`config.mk`:
```
export PLATFORM = sky130hd
export DESIGN_NAME = sensor_scan_ctrl_flat
export DESIGN_NICKNAME = d
export VERILOG_FILES = /design/src/rtl/sensor_scan_ctrl_pkg.sv /design/src/rtl/sensor_scan_ctrl_if.sv /design/src/rtl/sensor_scan_ctrl_ack_timer.sv /design/src/rtl/sensor_scan_ctrl.sv /design/src/flat_wrapper.sv
export SDC_FILE = /design/constraint.sdc
export NUM_CORES = 1
export LEC_CHECK = 0
export ABC_AREA = 1
export CELL_PAD_IN_SITES_DETAIL_PLACEMENT = 0
export CELL_PAD_IN_SITES_GLOBAL_PLACEMENT = 1
export CORE_MARGIN = 3
export CORE_UTILIZATION = 40
export CTS_CLUSTER_SIZE = 24
export DETAILED_ROUTE_END_ITERATION = 12
export PLACE_DENSITY_LB_ADDON = 0.3
export SYNTH_ARGS = -nofsm -noshare
export SYNTH_HDL_FRONTEND = slang
export SYNTH_SLANG_ARGS = --single-unit
```
`constraint.sdc`:
```
create_clock -name clk -period 3.6 [get_ports clk]
set_input_delay 0.36 -clock clk [delete_from_list [all_inputs] [get_ports clk]]
set_output_delay 0.36 -clock clk [all_outputs]
set_load 0.02 [all_outputs]
```
`src/rtl/sensor_scan_ctrl_pkg.sv`:
```
// Shared definitions for the baggage-height sensor scan path: state encoding,
// default sample width and sensor index constants.
package sensor_scan_ctrl_pkg;

  localparam int SENSOR_W_DEF = 8;
  localparam int NUM_SENSORS  = 4;

  localparam logic [1:0] SENSOR1_IDX = 2'd0;
  localparam logic [1:0] SENSOR2_IDX = 2'd1;
  localparam logic [1:0] SENSOR3_IDX = 2'd2;
  localparam logic [1:0] SENSOR4_IDX = 2'd3;

  localparam logic [2:0] ST_IDLE_ENC  = 3'd0;
  localparam logic [2:0] ST_REQ_ENC   = 3'd1;
  localparam logic [2:0] ST_GAP_ENC   = 3'd2;
  localparam logic [2:0] ST_CALC_ENC  = 3'd3;
  localparam logic [2:0] ST_CHECK_ENC = 3'd4;

  typedef enum logic [2:0] {
    ST_IDLE  = ST_IDLE_ENC,
    ST_REQ   = ST_REQ_ENC,
    ST_GAP   = ST_GAP_ENC,
    ST_CALC  = ST_CALC_ENC,
    ST_CHECK = ST_CHECK_ENC
  } scan_state_e;

endpackage

```
`src/rtl/sensor_scan_ctrl_if.sv`:
```
// Shared ADC request bus: the scan controller drives request/select, the ADC
// front end answers with ack/data.
interface sensor_scan_ctrl_if #(
  parameter int SENSOR_W = 8
);
  logic                adc_req;
  logic [1:0]          adc_sel;
  logic                adc_ack;
  logic [SENSOR_W-1:0] adc_data;

  modport master (output adc_req, output adc_sel, input adc_ack, input adc_data);
  modport slave  (input adc_req, input adc_sel, output adc_ack, output adc_data);
endinterface

```
`src/rtl/sensor_scan_ctrl_ack_timer.sv`:
```
// Saturating wait counter for one ADC request; expired flags that the request
// has been outstanding for ACK_TMO counted cycles.
module scan_ack_timer #(
  parameter int ACK_TMO = 15
) (
  input  logic clk,
  input  logic rst,
  input  logic clear,
  input  logic enable,
  output logic expired
);
  localparam int TW = $clog2(ACK_TMO + 1);

  logic [TW-1:0] count_r;

  // Wait counter: clear wins, counts while enabled and sticks at ACK_TMO.
  always_ff @(posedge clk) begin
    if (rst) begin
      count_r <= {TW{1'b0}};
    end else if (clear) begin
      count_r <= {TW{1'b0}};
    end else if (enable && (count_r != TW'(ACK_TMO))) begin
      count_r <= count_r + TW'(1);
    end else begin
      count_r <= count_r;
    end
  end

  assign expired = (count_r == TW'(ACK_TMO));
endmodule

```
`src/rtl/sensor_scan_ctrl.sv`:
```
// Scans the four height sensors over the shared ADC bus, feeds the height datapath
// and publishes the height once STABLE_CNT consecutive scans agree.
module sensor_scan_ctrl
  import sensor_scan_ctrl_pkg::*;
#(
  parameter int SENSOR_W   = SENSOR_W_DEF,
  parameter int STABLE_CNT = 4,
  parameter int MAX_SCANS  = 16,
  parameter int ACK_TMO    = 15
) (
  input  logic                clk,
  input  logic                rst,
  input  logic                start,
  sensor_scan_ctrl_if.master  adc,
  output logic [SENSOR_W-1:0] sensor1,
  output logic [SENSOR_W-1:0] sensor2,
  output logic [SENSOR_W-1:0] sensor3,
  output logic [SENSOR_W-1:0] sensor4,
  input  logic [SENSOR_W-1:0] height_in,
  output logic [SENSOR_W-1:0] height_out,
  output logic                height_valid,
  output logic                busy,
  output logic                tmo_err,
  output logic                unstable_err
);
  localparam int SW = $clog2(STABLE_CNT + 1);
  localparam int CW = $clog2(MAX_SCANS + 1);

  scan_state_e         state_r, state_s;
  logic [1:0]          sel_r, sel_s;
  logic [SENSOR_W-1:0] sens_r [NUM_SENSORS];
  logic [SENSOR_W-1:0] sens_s [NUM_SENSORS];
  logic [SENSOR_W-1:0] scan_h_r, scan_h_s, prev_h_r, prev_h_s, height_r, height_s;
  logic [SW-1:0]       stab_r, stab_s;
  logic [CW-1:0]       scan_r, scan_s;
  logic                valid_r, valid_s, tmo_r, tmo_s, unst_r, unst_s;
  logic                req_r, busy_r;
  logic                tmr_clear_s, tmr_en_s, tmr_expired_s;

  scan_ack_timer #(.ACK_TMO(ACK_TMO)) u_timer (
    .clk     (clk),
    .rst     (rst),
    .clear   (tmr_clear_s),
    .enable  (tmr_en_s),
    .expired (tmr_expired_s)
  );

  // FSM state register.
  always_ff @(posedge clk) begin
    if (rst) begin
      state_r <= ST_IDLE;
    end else begin
      state_r <= state_s;
    end
  end

  // Next state and next values of every datapath register.
  always_comb begin
    state_s     = state_r;
    sel_s       = sel_r;
    sens_s      = sens_r;
    scan_h_s    = scan_h_r;
    prev_h_s    = prev_h_r;
    height_s    = height_r;
    stab_s      = stab_r;
    scan_s      = scan_r;
    valid_s     = 1'b0;
    tmo_s       = tmo_r;
    unst_s      = unst_r;
    tmr_clear_s = 1'b0;
    tmr_en_s    = 1'b0;
    case (state_r)
      ST_IDLE: begin
        if (start) begin
          tmo_s   = 1'b0;
          unst_s  = 1'b0;
          scan_s  = {CW{1'b0}};
          stab_s  = {SW{1'b0}};
          sel_s   = SENSOR1_IDX;
          state_s = ST_REQ;
        end else begin
          state_s = ST_IDLE;
        end
      end
      ST_REQ: begin
        tmr_en_s = 1'b1;
        // An ack on the expiry cycle still wins over the timeout.
        if (adc.adc_ack) begin
          sens_s[sel_r] = adc.adc_data;
          state_s       = ST_GAP;
        end else if (tmr_expired_s) begin
          sens_s[sel_r] = {SENSOR_W{1'b0}};
          tmo_s         = 1'b1;
          state_s       = ST_GAP;
        end else begin
          state_s = ST_REQ;
        end
      end
      ST_GAP: begin
        tmr_clear_s = 1'b1;
        if (sel_r != SENSOR4_IDX) begin
          sel_s   = sel_r + 2'd1;
          state_s = ST_REQ;
        end else begin
          state_s = ST_CALC;
        end
      end
      ST_CALC: begin
        scan_h_s = height_in;
        state_s  = ST_CHECK;
      end
      ST_CHECK: begin
        scan_s = (scan_r == CW'(MAX_SCANS)) ? scan_r : scan_r + CW'(1);
        if ((scan_h_r == prev_h_r) && (stab_r != {SW{1'b0}})) begin
          stab_s = (stab_r == SW'(STABLE_CNT)) ? stab_r : stab_r + SW'(1);
        end else begin
          prev_h_s = scan_h_r;
          stab_s   = SW'(1);
        end
        if (stab_s == SW'(STABLE_CNT)) begin
          height_s = prev_h_s;
          valid_s  = 1'b1;
          state_s  = ST_IDLE;
        end else if (scan_s == CW'(MAX_SCANS)) begin
          unst_s  = 1'b1;
          state_s = ST_IDLE;
        end else begin
          sel_s   = SENSOR1_IDX;
          state_s = ST_REQ;
        end
      end
      default: begin
        state_s = ST_IDLE;
      end
    endcase
  end

  // Datapath and output registers; req/busy are registered from the next state.
  always_ff @(posedge clk) begin
    if (rst) begin
      sel_r    <= SENSOR1_IDX;
      sens_r   <= '{default: {SENSOR_W{1'b0}}};
      scan_h_r <= {SENSOR_W{1'b0}};
      prev_h_r <= {SENSOR_W{1'b0}};
      height_r <= {SENSOR_W{1'b0}};
      stab_r   <= {SW{1'b0}};
      scan_r   <= {CW{1'b0}};
      valid_r  <= 1'b0;
      tmo_r    <= 1'b0;
      unst_r   <= 1'b0;
      req_r    <= 1'b0;
      busy_r   <= 1'b0;
    end else begin
      sel_r    <= sel_s;
      sens_r   <= sens_s;
      scan_h_r <= scan_h_s;
      prev_h_r <= prev_h_s;
      height_r <= height_s;
      stab_r   <= stab_s;
      scan_r   <= scan_s;
      valid_r  <= valid_s;
      tmo_r    <= tmo_s;
      unst_r   <= unst_s;
      req_r    <= (state_s == ST_REQ);
      busy_r   <= (state_s != ST_IDLE);
    end
  end

  assign adc.adc_req   = req_r;
  assign adc.adc_sel   = sel_r;
  assign sensor1       = sens_r[SENSOR1_IDX];
  assign sensor2       = sens_r[SENSOR2_IDX];
  assign sensor3       = sens_r[SENSOR3_IDX];
  assign sensor4       = sens_r[SENSOR4_IDX];
  assign height_out    = height_r;
  assign height_valid  = valid_r;
  assign busy          = busy_r;
  assign tmo_err       = tmo_r;
  assign unstable_err  = unst_r;
endmodule

```
`src/flat_wrapper.sv`:
```
// flat-port wrapper written by rule: the top's interface ports become plain ports
module sensor_scan_ctrl_flat import sensor_scan_ctrl_pkg::*;
#(
  parameter int SENSOR_W   = SENSOR_W_DEF,
  parameter int STABLE_CNT = 4,
  parameter int MAX_SCANS  = 16,
  parameter int ACK_TMO    = 15
)
  (clk, rst, start, sensor1, sensor2, sensor3, sensor4, height_in, height_out, height_valid, busy, tmo_err, unstable_err, adc_adc_req, adc_adc_sel, adc_adc_ack, adc_adc_data);
  sensor_scan_ctrl_if #(.SENSOR_W(SENSOR_W)) adc_i ();
  input  logic clk;
  input  logic rst;
  input  logic start;
  output logic [SENSOR_W-1:0] sensor1;
  output logic [SENSOR_W-1:0] sensor2;
  output logic [SENSOR_W-1:0] sensor3;
  output logic [SENSOR_W-1:0] sensor4;
  input  logic [SENSOR_W-1:0] height_in;
  output logic [SENSOR_W-1:0] height_out;
  output logic height_valid;
  output logic busy;
  output logic tmo_err;
  output logic unstable_err;
  output wire logic [$bits(adc_i.adc_req)-1:0] adc_adc_req;
  output wire logic [$bits(adc_i.adc_sel)-1:0] adc_adc_sel;
  input wire logic [$bits(adc_i.adc_ack)-1:0] adc_adc_ack;
  input wire logic [$bits(adc_i.adc_data)-1:0] adc_adc_data;
  assign adc_adc_req = adc_i.adc_req;
  assign adc_adc_sel = adc_i.adc_sel;
  assign adc_i.adc_ack = adc_adc_ack;
  assign adc_i.adc_data = adc_adc_data;
  sensor_scan_ctrl #(.SENSOR_W(SENSOR_W), .STABLE_CNT(STABLE_CNT), .MAX_SCANS(MAX_SCANS), .ACK_TMO(ACK_TMO)) u_core (.clk(clk), .rst(rst), .start(start), .adc(adc_i), .sensor1(sensor1), .sensor2(sensor2), .sensor3(sensor3), .sensor4(sensor4), .height_in(height_in), .height_out(height_out), .height_valid(height_valid), .busy(busy), .tmo_err(tmo_err), .unstable_err(unstable_err));
endmodule
```
==> results of run 1 <==
[worst max path at each step]
stage / to / slack [ns] / from / depth (start not counted)
global placement: u_core.sensor3[3] / 1.52 / adc_adc_ack / 7
finish: u_core.adc.adc_sel[0] / 1.63 / u_core.stab_r[0] / 11
CTS: u_core.adc.adc_sel[0] / 1.60 / u_core.stab_r[0] / 11
floorplan: u_core.adc.adc_sel[0] / 2.01 / u_core.stab_r[0] / 11
detailed placement: u_core.sensor3[5] / 1.49 / adc_adc_ack / 7
global route: u_core.adc.adc_sel[0] / 1.39 / u_core.stab_r[0] / 11
[registers in the layout (all words and copies together), names as in the netlist, 2 cells and up]
signal / cells
u_core.prev_h_r: 8
u_core.height_out: 8
u_core.u_timer.count_r: 4
u_core.sensor2: 8
u_core.adc.adc_sel: 2
u_core.sensor1: 8
u_core.sensor4: 8
u_core.scan_h_r: 8
u_core.stab_r: 3
u_core.state_r: 3
u_core.scan_r: 5
u_core.sensor3: 8
[report_power, final]
group	switching, uW	internal [uW]	leakage [uW]	total [uW]
sequential	16.0	885	0.000631	901
combinational	106	78.5	0.000980	184
clock	335	414	0.000117	749
total	457	1380	0.00173	1830
[metal layers]
| metal | vias to the layer above | global-route usage | wire length (microns) |
|---|---|---|---|
| met5 | - | 0 | 0 |
| met4 | 0 | 0.06303 | 128 |
| met3 | 11 | 0.05214 | 424 |
| met2 | 60 | 0.2670 | 3446 |
| met1 | 1301 | 0.2194 | 3696 |
| li1 | 1519 | - | - |
[cells by family (layout without fill, tap and decap cells)]
logic type / after synthesis / in the layout / synth area share
XOR/XNOR: 8 / 8 / 0.02060
AND/OR/NAND/NOR: 156 / 156 / 0.2118
AO/OA/AOI/OAI: 117 / 117 / 0.1931
flip-flops: 78 / 78 / 0.4590
adder cells (fa/ha/maj): 9 / 9 / 0.03310
buffers and inverters: 62 / 128 / 0.08238
[cells in the final DEF, fill, tap and decap left out, drive strengths merged, types with 7 or more instances in the layout]
master,instances
clkdlybuf4s50,66
o21a,7
clkbuf,10
o21ai,40
a21oi,66
nand3,18
nor2,41
ha,9
dfxtp,78
nand2,90
inv,43
[final cells by class]
cell class / count / area share
Inverter: 44 / 0.03845
Clock buffer: 10 / 0.03180
Timing Repair Buffer: 68 / 0.1561
Clock inverter: 6 / 0.02197
Multi-Input combinational cell: 290 / 0.3605
Sequential cell: 78 / 0.3608
Tap cell: 105 / 0.03036
[metrics by stage]
step | total power [uW] | cell area [sq um] | std cells
finish | 1834 | 4328 | 601
CTS | 1858 | 4328 | 601
global placement | 1105 | 4095 | 585
floorplan | 1027 | 3402 | 430
detailed placement | 1106 | 4095 | 585
global route | 1916 | 4328 | 601
==> metrics.txt, run 1 <==
outcome=completed; core area=8258 sq um; Clock Latency Late Sink=around 0.35 ns; Post-CTS Setup Bufs=0; CTS tree=done; register area share after synthesis=0.4590; Buf+Inv Stages, Crit Path=1; crit start category=flip-flop; post-route core utilization=0.5241; Final #Nets=520; most frequent cells after synthesis=82 x nand2_1, 78 x dfxtp_1, 56 x a21oi_1; Die Height=98.22 microns; Cell Pwr Density=423.7 nW/um^2; Reg2Reg Capture Point=u_core.adc.adc_sel[0]; gr usage total=0.1695; crit path max fanout=13; FF/Latch Area=1562 sq um; critical path's most frequent cell=nand2_1; global-route wire length before repair=between 10 and 15 mm; Post-synth EDFFs=0; Avg Cell Area, Syn=about 7.9 sq um; Largest delay share family, worst path=simple AND/OR/NAND/NOR gates; FMAX=508.7 MHz; RSZ-0062 raised after global routing=false; ys flop type=dfxtp_1; CTS Buf Count=9; HPWL after detailed placement=~5.6 mm; largest net degree at the start of global routing=27; count of state elements after synthesis=78; post-route setup TNS=0 ns; Yosys top cell area share=0.4590; WHS Endpoint=u_core.sensor3[6]; Area growth syn-to-layout=27.22%; critical path type=flip-flop to flip-flop; vias in the first global route=2796; drt drc=0; Critical Path Sink Type=flip-flop; clk_skew=0.009253 ns; # IOs=between 60 and 70; Hold Path Origin=u_core.sensor3[6]; Die W=just under 100 microns; Leakage Power=0.001727 uW; drt first pass iters=4; mapped cell area=between 3000 and 4000 sq um; Resized cells post-CTS=0; relative slew slack=0.5634; Total Wirelength=~7.7 mm; clk sink count=78; Final period util=0.5461; DRT antenna net count=0; cells after synthesis=430; R2R setup slack=1.63 ns; Mapped Nets=459; gr ovfl total=0; fill count=between 800 and 900; hold path depth=1; Worst R2R Start=u_core.stab_r[0]; crit-path cells=inv_1 > ha_1 > nand2_1 > nand2_1 > nor2_2 > nand3_2 > nor2_4 > nand4_2 > nand3_1 > nand2_1 > nor2_1; routed len/inst=12.80 microns; Post-Place Worst Slack=between 1 and 1.5 ns; fraction of layout cells with a size suffix above 1=0.1331; Vias=between 2k and 3k; H-tree Lvls=3; ANT cells=0; Worst EP required=between 3 and 4 ns; CP arrival=2.25 ns; critical path's slowest cell=dfxtp_1; area of the multi-input gates=1560 sq um; Worst Tran Pin Value=0.6542 ns; largest cells by area after synthesis=dfxtp_1 46%, nand2_1 9.0%, a21oi_1 8.2%; Die ar.=9647 sq um; max cap viols=0; CTS root buffer=clkbuf_8; most numerous cell in the Yosys netlist=nand2_1; initial antenna violation count=0; setup ws final=roughly 1.6 ns; Hold Buf Count CTS=0; Synth cell types=35; worst reg2reg path depth=11; ys async rst share=0; Final GP Congestion=approximately 0.80; setup violators final=0; CTS max path bufs=2; CP max stage delay=0.39 ns; Ys Warns=0; vias per cell=between 4 and 5; Final Hold Fails=0; Starting Density=0.4120; worst hold slack=0.4759 ns; worst vdd ir=184.6 uV; port buffer count=66; Yosys top cell by area=dfxtp_1; Final Max Slew Viols=0; post-layout min period=1.966 ns; CTS clk-pin slew, worst paths=0.08 ns; FP Rows=33; hold crit path type=flip-flop to flip-flop; initial DRC count=114
No activity file was read; power rests on OpenSTA's default activity.
==> run 2: changes to the inputs <==
--- a/config.mk
+++ b/config.mk
@@ -9,7 +9,7 @@
 export CELL_PAD_IN_SITES_DETAIL_PLACEMENT = 0
 export CELL_PAD_IN_SITES_GLOBAL_PLACEMENT = 1
 export CORE_MARGIN = 3
-export CORE_UTILIZATION = 40
+export CORE_UTILIZATION = 37
 export CTS_CLUSTER_SIZE = 24
 export DETAILED_ROUTE_END_ITERATION = 12
 export PLACE_DENSITY_LB_ADDON = 0.3
==> constraint.sdc (replaced) <==
create_clock -name clk -period 1.9 [get_ports clk]
set_input_delay 0.19 -clock clk [delete_from_list [all_inputs] [get_ports clk]]
set_output_delay 0.19 -clock clk [all_outputs]
set_load 0.02 [all_outputs]
==> run 2 against run 1 <==
Against the previous run: die area rose by 7.6%; non-clock buffer count grew 5; sequential power increased by 90%.
==> metrics.txt, run 2 (synthesis results as in run 1) <==
crit-path cells=inv_1 > ha_1 > nand2_1 > nand2_1 > nor2_2 > nand3_2 > nor2_4 > and3_1 > buf_4 > nand2_2 > a21oi_2; fraction of layout cells with a size suffix above 1=0.1457; CP max stage delay=0.37 ns; gr ovfl total=0; Largest delay share family, worst path=simple AND/OR/NAND/NOR gates; DRT antenna net count=0; clk_skew=between 0.006 and 0.007 ns; initial DRC count=between 90 and 100; vias in the first global route=2988; Buf+Inv Stages, Crit Path=2; most frequent cells in the layout=82 x nand2_1, 76 x dfxtp_1, 66 x clkdlybuf4s50_1, 56 x a21oi_1, 31 x inv_1; H-tree Lvls=3; Critical Path Sink Type=flip-flop; HPWL after detailed placement=5.755 mm; Starting Density=0.3863; critical path's slowest cell=dfxtp_2; Die Height=between 100 and 150 microns; Final #Nets=525; Clock Latency Late Sink=0.35 ns; Die W=101.9 microns; setup violators final=0; CTS tree=done; worst hold slack=0.4604 ns; switching share of power=0.2429; global-route wire length before repair=13.62 mm; gr usage total=0.1663; Final GP Congestion=0.7575; initial antenna violation count=0; crit path max fanout=8; hold crit path type=primary input to flip-flop; critical path type=flip-flop to flip-flop; Worst Tran Pin Value=0.3744 ns; FP Rows=34; post-route setup TNS=0 ns; most common cell after layout, fill and taps aside=nand2_1; vias per cell=4.787; Total Wirelength=7.987 mm; R2R setup slack=0.20 ns; critical path's most frequent cell=nand2_1; CTS max path bufs=2; port buffer count=66; Final Max Slew Viols=0; Worst EP required=2.19 ns; Vias=2915; ANT cells=0; Final period util=0.8934; max cap viols=0; Net Switching=868.7 uW; crit start category=flip-flop; Reg power frac=0.477; RSZ-0062 raised after global routing=false; routed len/inst=13.11 microns; # IOs=67; Leakage Power=about 0.0018 uW; Hold Buf Count CTS=0; relative slew slack=0.7504; post-layout min period=1.697 ns; drt drc=0; outcome=completed; CP arrival=1.98 ns; Final Hold Fails=0; largest net degree at the start of global routing=30; worst vdd ir=387.0 uV; CTS Buf Count=9; Cell Pwr Density=815.4 nW/um^2; clk sink count=78; Area growth syn-to-layout=28.91%; Die ar.=10380 sq um; FMAX=approximately 590 MHz; Clk pwr share=0.424; CTS clk-pin slew, worst paths=0.08 ns; CTS root buffer=clkbuf_8; Logic pwr share=0.098; core area=8806 sq um; Int Power=2707 uW; drt first pass iters=4
[run 2: area by class of cell]
cell class,count,area [sq um]
tap,108,135.1
clock inverter,7,121.4
fill,851,4420
multi-input combinational,290,1560
clock buffer,9,123.9
inverter,44,167.7
timing repair buffer,73,713.2
sequential,78,1564
[run 2: per-stage QoR]
| stage | utilization | total power (uW) | instances | instance area, sq um | setup WS (ns) |
|---|---|---|---|---|---|
| 3_5_place_dp | 0.4697 | 2098 | 593 | 4136 | 0.1716 |
| 6_report | 0.4980 | 3576 | 609 | 4385 | 0.2025 |
| 2_1_floorplan | - | 1945 | 430 | 3402 | 0.3055 |
| 4_1_cts | 0.4976 | 3605 | 609 | 4382 | 0.1522 |
| 3_3_place_gp | 0.4697 | 2095 | 593 | 4136 | 0.2258 |
| 5_1_grt | 0.4980 | 3727 | 609 | 4385 | 0.02171 |
[run 2: worst paths after layout]
kind | to | depth (start not counted) | from
setup / recovery | u_core.height_out[6] | 11 | u_core.stab_r[0]
hold / removal | u_core.scan_h_r[7] | 3 | height_in[7]
setup reg to reg | u_core.height_out[6] | 11 | u_core.stab_r[0]
hold reg to reg | u_core.sensor3[4] | 1 | u_core.sensor3[4]
[run 2: layer usage]
layer,vias up,share of wire,track usage
met2,57,0.47,0.2691
met1,1324,0.47,0.2123
met3,9,0.046,0.04915
li1,1525,-,-
met4,0,0.013,0.05853
met5,-,0,0
[run 2: worst reg2reg max path, cell delays in order (launching register included)]
cell,delay (ns)
dfxtp_2,0.37
inv_1,0.05
ha_1,0.22
nand2_1,0.08
nand2_1,0.06
nor2_2,0.08
nand3_2,0.09
nor2_4,0.15
and3_1,0.17
buf_4,0.18
nand2_2,0.07
a21oi_2,0.11
[run 2: power groups by stage]
stage               sequential, uW  clock (uW)  combinational, uW
floorplan                     1780           0                164
global placement              1740           0                351
detailed placement            1740           0                353
CTS                           1710        1540                354
global route                  1710        1620                390
finish                        1710        1520                352
[run 2: repair_timing]
| item | in CTS | in global routing |
|---|---|---|
| gates resized for setup | 0 | 3 |
| buffers inserted | 0 | 0 |
| hold endpoints to repair | 0 | 0 |
| endpoints found under the setup margin | 0 | 6 |
